**src/rtl/regfile_wb_arbiter.sv**
```systemverilog
// Two-requester round-robin writeback arbiter for a register file, with a one-cycle
// registered write port and a per-register pending (scoreboard) vector.
module regfile_wb_arbiter #(
  parameter int DATA_W = 32,
  parameter int ADDR_W = 5
) (
  input  logic                 clk,
  input  logic                 rst_n,
  input  logic                 req0_valid,
  input  logic [ADDR_W-1:0]    req0_addr,
  input  logic [DATA_W-1:0]    req0_data,
  output logic                 req0_ready,
  input  logic                 req1_valid,
  input  logic [ADDR_W-1:0]    req1_addr,
  input  logic [DATA_W-1:0]    req1_data,
  output logic                 req1_ready,
  input  logic                 rsv_valid,
  input  logic [ADDR_W-1:0]    rsv_addr,
  output logic [ADDR_W-1:0]    wa,
  output logic [DATA_W-1:0]    wd,
  output logic                 regwrite,
  output logic [2**ADDR_W-1:0] pending
);

  localparam int N_REG = 2**ADDR_W;

  logic              r_last_grant;
  logic [ADDR_W-1:0] r_wa;
  logic [DATA_W-1:0] r_wd;
  logic              r_regwrite;
  logic [N_REG-1:0]  r_pending;

  logic              w_gnt0;
  logic              w_gnt1;
  logic              w_xfer;
  logic [ADDR_W-1:0] w_xfer_addr;
  logic [DATA_W-1:0] w_xfer_data;
  logic [N_REG-1:0]  w_set;
  logic [N_REG-1:0]  w_clr;

  // r_last_grant holds the most recent winner; on contention the other side wins.
  // Gating with rst_n keeps both readies low while reset is held.
  always_comb begin
    w_gnt0 = rst_n && req0_valid && (!req1_valid || r_last_grant);
    w_gnt1 = rst_n && req1_valid && (!req0_valid || !r_last_grant);
  end

  assign req0_ready  = w_gnt0;
  assign req1_ready  = w_gnt1;
  assign w_xfer      = w_gnt0 || w_gnt1;
  assign w_xfer_addr = w_gnt1 ? req1_addr : req0_addr;
  assign w_xfer_data = w_gnt1 ? req1_data : req0_data;

  // Register 0 is hardwired: it can never be reserved, so pending[0] stays 0.
  assign w_set = (rsv_valid && (rsv_addr != '0)) ? (N_REG'(1) << rsv_addr) : '0;
  assign w_clr = r_regwrite ? (N_REG'(1) << r_wa) : '0;

  always_ff @(posedge clk or negedge rst_n) begin
    if (!rst_n) begin
      r_last_grant <= 1'b1;
      r_wa         <= '0;
      r_wd         <= '0;
      r_regwrite   <= 1'b0;
      r_pending    <= '0;
    end else begin
      r_regwrite <= w_xfer && (w_xfer_addr != '0);
      if (w_xfer) begin
        r_last_grant <= w_gnt1;
        r_wa         <= w_xfer_addr;
        r_wd         <= w_xfer_data;
      end
      // Set is applied after clear so a same-cycle reservation survives the write.
      r_pending <= (r_pending & ~w_clr) | w_set;
    end
  end

  assign wa       = r_wa;
  assign wd       = r_wd;
  assign regwrite = r_regwrite;
  assign pending  = r_pending;

endmodule

```
**config.mk**
```make
export PLATFORM = sky130hd
export DESIGN_NAME = regfile_wb_arbiter
export DESIGN_NICKNAME = d
export VERILOG_FILES = /design/src/rtl/regfile_wb_arbiter.sv
export SDC_FILE = /design/constraint.sdc
export NUM_CORES = 1
export LEC_CHECK = 0
export ABC_AREA = 1
export ABC_CLOCK_PERIOD_IN_PS = 2910
export CAP_MARGIN = 20
export CORE_AREA = 2 2 89 112
export DETAILED_ROUTE_END_ITERATION = 10
export DIE_AREA = 0 0 91 114
export PLACE_DENSITY_LB_ADDON = 0.15
export SYNTH_ARGS = -nofsm -noshare
export SYNTH_HDL_FRONTEND = slang
export SYNTH_SLANG_ARGS = --single-unit
```
**constraint.sdc**
```tcl
create_clock -name clk -period 2.91 [get_ports clk]
set_input_delay 0.873 -clock clk [delete_from_list [all_inputs] [get_ports clk]]
set_output_delay 0.873 -clock clk [all_outputs]
set_load 0.03 [all_outputs]
```
Yosys cells after proc, flatten, opt, wreduce, memory -nomap -nowiden
Index checks and enable logic that the tools add are counted.
W data, S select, Z words.
Operators by class
  shifts and indexed selects: 2
  multiplexer cells: 4
  bitwise operators: 3
  reduce and logical (&&, ||, !) cells: 14
Operators by type and width (count)
  $mux W32: 3
  $shl A1 B5 Y32 const A: 2
  $and A32 B32 Y32: 1
  $not A32 Y32: 1
  $or A32 B32 Y32: 1
  $reduce_bool A5 Y1: 2
  $logic_and A1 B1 Y1: 6
  $mux W5: 1
  $logic_not A1 Y1: 3
  $logic_or A1 B1 Y1: 3
Storage, ports and cells
  flip-flop bits (word level): 71
  input port bits: 84
  output and inout bits: 72
  word-level logic and storage cells: 28

Depth between registers and ports, before layout
  depth after elaboration: 6
  depth in mapped cells: 9
  depth with buffers taken out: 8

Worst setup path after synthesis
No wires, ideal clock.
  path kind: input-to-output
  start point: in req0_valid
  end point: out req1_ready
  data arrival time: 1.428 ns
  required time: 2.037 ns
  slack: 0.609 ns
  stages on the path: 4
  buffers on the path: 1
  path through: nand2_1 > nand2_4 > inv_2 > buf_2
Between the ends
  cells in the longest elaborated chain, start to end: 3
RTL lines
  start: declaration: line 9  | input logic req0_valid,
  $logic_not A1 Y1: line 45  | w_gnt1 = rst_n && req1_valid && (!req0_valid || !r_last_grant);
  $logic_or A1 B1 Y1: line 45
  $logic_and A1 B1 Y1: line 45
  end: declaration: line 16  | output logic req1_ready,
No other way between the ends.

Worst setup path in the final report
  start point: in req1_valid
  end point: out req1_ready
Between the ends
  cells in the longest elaborated chain, start to end: 2
RTL lines
  start: declaration: line 13  | input logic req1_valid,
  $logic_and A1 B1 Y1 (2 in a row): line 45
No other way between the ends.

==> run metrics <==
status completed; Detail Route Antenna Nets 0; largest family of logic cells by synthesized area simple AND/OR/NAND/NOR gates; Via Count 3242; Synth area leader dfrtp_1; CTS Root Cell clkbuf_16; grt ovf 0; simple-gate share of the synthesized area 0.197; Synth warnings 0; compound-cell area share of the yosys netlist 0.179; Clock Path Buffers 2; Sum Neg Setup Slack 0 ns; critical path launch point type input pin; routed vias/inst 5.06; Final Slew Violations 0; synth top area cells dfrtp_1 55%, o21ai_0 7.8%, o22ai_1 6.3%; Pre-antenna DRT Iters 4; height of the die 114 um; Final Cycle Share 0.918; post-route minimum period 2.67 ns; pin count of the biggest net entering global routing 72; H-tree depth 3; unrepaired setup endpoints after global routing no; Cell Area, Synth ~3200 um^2; register area share after synthesis 0.556; Switching Power 1.50 mW; Gate power share 0.405; antenna fix cells 0; sink count of the clock tree 71; post-cts sizing count 0; commonest non-fill, non-tap cell in the layout clkdlybuf4s50_1; clock skew roughly 0.0033 ns; cell area power density 806 nW/um^2; Synth Register Bits 71; CTS tree done; Switching Share 0.365; Max FO, Critical Path 4; Final Util 0.543; Setup Buffers After CTS 0; initial antenna violation count 0; commonest non-fill, non-tap cells in the layout 152 x clkdlybuf4s50_1, 70 x dfrtp_1, 50 x o21ai_0; clock share of power 0.247; Pleak 2.00 nW; WS Path Type in2out; critical path's slowest cell clkdlybuf4s50_1; final setup vio count 0; Die W ~91 um; first-pass GRT wire length 15900 um; share of cells above drive strength 1 0.0660; Initial Util 0.340; post-DR wirelength/cell between 15 and 20 um; Post-Synth XOR/XNOR Area 0; CP Capture Type output port; dpl hpwl 7330 um; port bufs ~160; Final Net Count 595; drt total wl 10000 um; max cap viols 0; Cell Rows 40; CTS Buf Count 9; Worst-path clk slew 0.05 ns; Top Ports 156; initial detailed-routing violation count between 100 and 150; filler instances 918; Flop pwr share 0.349; worst slew pin tran roughly 0.9 ns; core footprint 9410 um^2; critical-path cell list clkdlybuf4s50_1 -> nand2_2 -> clkinv_2 -> nand2_4 -> inv_2 -> buf_4; RePlAce Congestion about 0.87; mux cell area share after synthesis 0; Synth Area in Adders 0; DRC violations left 0; syn nets 444; Int Pwr 2.62 mW; slew margin rel. 0.398; Achievable Freq 0.374 GHz; hold_buf cts 0; die area 10400 um^2; Hold WC Path Type reg2reg; post-synthesis cell type count 24; worst ir drop on vdd about 300 uV; Total GRT Usage 0.195; Final Hold Fails 0; Largest stage delay, worst path 0.51 ns; vias in the first global route 3201; Mean Syn Cell Area 8.88 um^2; share of the synthesized area in the top cell type 0.548; Critical Path RT 2.04 ns; Layout Area Growth over Synthesis 59.7%; clk_lat worst skew 0.33 ns; synthesized instance count 360; WP data arrival 1.80 ns
[metal layers]
metal,share of wire,vias up,GRT usage
met5,0,-,0
met4,0.034,0,0.111
met3,0.079,21,0.0542
met2,0.49,140,0.328
met1,0.40,1531,0.225
li1,-,1550,-
[power by group through the flow]
stage / Sequential (mW) / Combinational (mW) / Clock [mW]
2_1_floorplan: 1.97 / 0.348 / 0
3_3_place_gp: 1.45 / 1.66 / 0
3_5_place_dp: 1.46 / 1.68 / 0
4_1_cts: 1.44 / 1.68 / 1.04
5_1_grt: 1.48 / 1.77 / 1.08
6_report: 1.44 / 1.67 / 1.01
[per-stage QoR]
step / setup slack (ns) / total power, mW / hold WS, ns / cells / cell area (um^2)
final: 0.239 / 4.12 / 0.484 / 641 / 5110
after CTS: 0.240 / 4.17 / 0.494 / 641 / 5110
after global placement: 0.258 / 3.11 / 0.472 / 626 / 4830
after floorplan: 0.609 / 2.32 / 0.500 / 360 / 3200
after global routing: 0.201 / 4.32 / 0.523 / 641 / 5110
after detailed placement: 0.243 / 3.13 / 0.482 / 626 / 4830
[final cells by class]
type | instances | area (um^2) | area share
clock buffer | 15 | 278 | 0.0544
multi-input combinational | 244 | 1200 | 0.236
sequential | 71 | 1780 | 0.348
inverter | 25 | 95.1 | 0.0186
timing repair buffer | 160 | 1590 | 0.312
tap | 126 | 158 | 0.0309
[sequential cells by signal, summed over array words and instances, names as in the netlist]
signal	count
wa	5
r_last_grant	1
wd	32
regwrite	1
pending	32
[synth_stat cells, drive strengths merged]
cell	n
nand3	7
o22ai	32
nor3	42
o21a	1
clkbuf	3
dfrtp	70
inv	24
nand4	4
o31ai	1
nand2	47
nor2	39
a21oi	1
dfstp	1
clkinv	1
o21ai	69
nand3b	1
buf	17
[critical path, delay by kind of cell]
family	cells	cell delay (ns)
buffers and inverters	4	0.80
and+or+nand+nor	2	0.12
[worst paths after layout]
kind                                                from                    end  slack, ns  cells after the start
max in group asynchronous                          rst_n      wd[2]$_DFFE_PN0P_       1.49                      2
min in group asynchronous                          rst_n  pending[30]$_DFF_PN0_       0.83                      2
worst min register to register     pending[11]$_DFF_PN0_  pending[11]$_DFF_PN0_       0.48                      2
worst min-delay path               pending[11]$_DFF_PN0_  pending[11]$_DFF_PN0_       0.48                      2
worst max-delay path                          req1_valid             req1_ready       0.24                      6
worst max register to register  r_last_grant$_DFFE_PN1P_     regwrite$_DFF_PN0_       1.21                      8
[cells by family (layout without fill, tap and decap cells)]
group,count (synthesis),in the layout
buffers and inverters,45,200
AOI/OAI and AO/OA,104,104
DFF,71,71
and+or+nand+nor,140,140
(Power assumes the default switching activity.)
==> RTL change 1 (same flow settings) <==
`DATA_W`: 32 -> 48.
--- a/src/rtl/regfile_wb_arbiter.sv
+++ b/src/rtl/regfile_wb_arbiter.sv
@@ -1,7 +1,7 @@
 // Two-requester round-robin writeback arbiter for a register file, with a one-cycle
 // registered write port and a per-register pending (scoreboard) vector.
 module regfile_wb_arbiter #(
-  parameter int DATA_W = 32,
+  parameter int DATA_W = 48,
   parameter int ADDR_W = 5
 ) (
   input  logic                 clk,
Ports: changed (resized req0_data, req1_data and wd); port bits go from 156 to 204. The function was not compared with the original's and may differ.
==> RTL change 1 against the unedited design <==
- final cell count increased by 18%
- setup slack got worse by 45 ps
- area after synthesis increased by 24%
- first-iteration DRC count increased by 24%
- design area increased by 24%
- clock skew increased by 3.1 ps
- clock power increased by 9%
- total power increased by 15%
- critical path depth unchanged
- count of clock-buffer cells in the layout decreased by 4
- sequential cell count increased by 16
- wire length increased by 26%
- largest cell class unchanged
- highest routed layer unchanged
==> RTL change 1: results (changes against the unedited design) <==
metric;value;unit;change
Leak;2.47;nW;+23%
placement-stage cell area;6030;um2;+25%
P_sw;1.73;mW;+15%
DP Wirelength;9.46;mm;+29%
outcome;complete, no violations;;
synth top area cells;dfrtp_1 (54%), o21ai_0 (8.3%), o22ai_1 (7.6%), nor2_1 (5.2%), nor3_2 (5.1%);;
Worst Skew;6.41;ps;+3.08 ps
sequential share of cell area;34.5;%;-0.32 points
1st-iter DRT viols;165;;+24%
num sequential;87;;+23%
Mean Syn Cell Area;9.16;um2;+3.1%
DRT Wirelength;12.7;mm;+26%
relative slew slack;50.4;%;+11 points
WP data arrival;1840;ps;+40 ps
combinational power share;40.6;%;about the same
Setup WS pre-CTS;199;ps;-43.8 ps
post-route cell area;6310;um2;+24%
post-synthesis compound-gate area fraction;16.9;%;-1.0 points
part of the power in registers;36.0;%;+1.1 points
clock-cell share of area;4.44;%;-1.0 points
port bufs;203;;+31%
all-layer global routing usage;24.8;%;+5.2 points
Signal buffers;212;;+33%
Post-synth top cells;dfrtp_1 (86), o21ai_0 (66), nor2_1 (55);;
Max VDD drop;0.346;mV;+15%
Multi-In Gates;292;;+20%
first-pass GRT wire length;20.1;mm;+27%
Signal buf overhead;33.1;%;+1.9 points
post-DR wirelength/cell;16.7;um;+7.0%
Sequential Power;1.70;mW;+18%
vias in the first global route;4158;;+30%
## RTL change 1: worst max-delay path, stage by stage
cell and delay (ps):
clkdlybuf4s50_1 510, nand2_1 100, inv_2 100, nand2_2 60, inv_2 60, buf_4 150
## RTL change 1: path summary, 6_finish.rpt
| kind | start | endpoint | slack (ps) | cells after the start |
|---|---|---|---|---|
| max | req1_valid | req1_ready | 190 | 6 |
| min | pending[0]$_DFF_PN0_ | pending[0]$_DFF_PN0_ | 480 | 1 |
| max reg2reg | r_last_grant$_DFFE_PN1P_ | regwrite$_DFF_PN0_ | 1070 | 8 |
| min reg2reg | pending[0]$_DFF_PN0_ | pending[0]$_DFF_PN0_ | 480 | 1 |
| max in group asynchronous | rst_n | wd[27]$_DFFE_PN0P_ | 1240 | 3 |
| min in group asynchronous | rst_n | wd[45]$_DFFE_PN0P_ | 590 | 2 |
## RTL change 1: routing by layer
metal  track usage [%]  part of all wire (%)
met1              26.5                    36
met2              43.4                    52
met3              7.73                   8.1
met4              13.8                   4.2
met5                 0                     0
==> RTL change 2 (config.mk and constraints unchanged) <==
Made on the original files. `r_pending` no longer has a reset.
--- a/src/rtl/regfile_wb_arbiter.sv
+++ b/src/rtl/regfile_wb_arbiter.sv
@@ -61,7 +61,6 @@
       r_wa         <= '0;
       r_wd         <= '0;
       r_regwrite   <= 1'b0;
-      r_pending    <= '0;
     end else begin
       r_regwrite <= w_xfer && (w_xfer_addr != '0);
       if (w_xfer) begin
@@ -70,8 +69,11 @@
         r_wd         <= w_xfer_data;
       end
       // Set is applied after clear so a same-cycle reservation survives the write.
-      r_pending <= (r_pending & ~w_clr) | w_set;
     end
+  end
+
+  always_ff @(posedge clk) begin
+    r_pending <= (r_pending & ~w_clr) | w_set;
   end
 
   assign wa       = r_wa;
Function: changed (Yosys sat finds a counterexample within 4 cycles, from zero or initial values and one cycle with rst_n low).
==> RTL change 2 against the unedited design <==
- clock skew rose by 1.1 ps
- wire length fell by 3.5%
- setup slack improved by 13 ps
- core utilization fell by 1.9 points
- sequential share of layout area fell by 2.0 points
- area after synthesis fell by 5.0%
- sequential cell count did not move
- total power fell by 1.6%
- design area fell by 3.5%
==> RTL change 2: results (changes against the unedited design) <==
metric;value;unit;change
port bufs;155;;unchanged
setup TNS;0;ps;unchanged
post-synthesis cell type count;25;;+4.2%
fill count;920;;+0.22%
H-tree lvl count;3;;unchanged
routed vias;3150;;-2.8%
initial antenna violation count;0;;unchanged
Worst Skew;4.42;ps;+1.08 ps
WP data arrival;1780;ps;-20 ps
share of layout cells above drive strength 1;6.58;%;-0.026 points
DP Wirelength;7.18;mm;-2.0%
Slew @ Worst Pin;585;ps;-318 ps
CTS Buf Count;9;;unchanged
Clock Tree Root;clkbuf_16;;
Synth async-reset ratio;54.9;%;-45 points
drt pass-1 iters;4;;unchanged
largest net degree at the start of global routing;41;;-43%
Hold Crit Class;flop to flop;;
Core Util, Final;52.4;%;-1.9 points
syn nets;444;;unchanged
Setup WS pre-CTS;243;ps;+0.467 ps
1st-iter DRT viols;77;;-42%
crit end category;output port;;
ys flop type;dfrtp_1;;
Yosys warning total;0;;unchanged
RePlAce Congestion;0.917;;+5.7%
DRT Wirelength;9.68;mm;-3.5%
ANT cells;0;;unchanged
outcome;complete, no violations;;
Worst-path clk slew;50;ps;about the same
CTS resizes;0;;unchanged
Cells after Synth;360;;unchanged
Seq/Total Area, Yosys;53.3;%;-2.3 points
final net count;596;;+0.17%
crit path max fanout;4;;unchanged
final std cells w/o fill;643;;+0.31%
all-layer global routing usage;19.2;%;-0.38 points
Post-synth top cells;o21ai_0 (50), nand2_1 (45), nor2_1 (39);;
crit-path max cell delay;510;ps;about the same
Top delay family on crit path;buffers and inverters;;
postcts setup bufs;0;;unchanged
vias in the first global route;3148;;-1.7%
placement-stage cell area;4670;um2;-3.2%
first-pass GRT wire length;15.5;mm;-2.4%
Max VDD drop;0.280;mV;-6.9%
clk buf depth;2;;unchanged
placed cell count;627;;+0.16%
Leak;1.92;nW;-4.1%
slowest CP cell;clkdlybuf4s50_1;;
synth top area cells;dfrtp_1 (31%), dfxtp_1 (21%), o21ai_0 (8.2%), o22ai_1 (6.6%), nor3_1 (6.3%);;
Clk Latency, worst-skew pair;330;ps;about the same
RTL change 2: changes by cell type after synthesis, sizes merged:
| cell | delta |
|---|---|
| dfrtp | -32 |
| dfxtp | +32 |
RTL change 2: final timing paths:
check,slack [ps],endpoint,start,depth (start not counted)
max reg2reg,1210,regwrite$_DFF_PN0_,r_last_grant$_DFFE_PN1P_,8
min,450,pending[0]$_DFF_P_,pending[0]$_DFF_P_,1
min reg2reg,450,pending[0]$_DFF_P_,pending[0]$_DFF_P_,1
min in group asynchronous,670,wd[22]$_DFFE_PN0P_,rst_n,2
max,250,req1_ready,req1_valid,6
max in group asynchronous,1890,r_last_grant$_DFFE_PN1P_,rst_n,2
RTL change 2: power breakdown:
part	switching, mW	total, mW	internal, mW
clock network	0.385	0.960	0.575
registers	0.165	1.43	1.27
logic	0.944	1.65	0.710
RTL change 2: cell families (layout without fill, tap and decap cells):
kind of cell           count (synthesis)  count (layout)  synth area share (%)
AO/OA/AOI/OAI                        104             104                  18.9
AND/OR/NAND/NOR                      140             140                  20.8
flip-flops                            71              71                  53.3
buffers and inverters                 45             202                  7.12
RTL change 2: final cells by class:
type / count / share of cell area [%]
Clock inverter: 2 / 0.203
Clock buffer: 14 / 4.95
Inverter: 25 / 1.93
Timing Repair Buffer: 161 / 32.5
Multi-Input combinational cell: 244 / 24.4
Sequential cell: 71 / 32.8
Tap cell: 126 / 3.20
RTL change 2: layer usage:
layer	wire, um	vias up	GRT usage (%)	share of wire, %
met5	0	-	0	0
met4	331	0	11.6	3.4
met3	789	19	5.94	8.1
met2	4770	131	32.0	49
met1	3800	1447	21.5	39
li1	-	1553	-	-
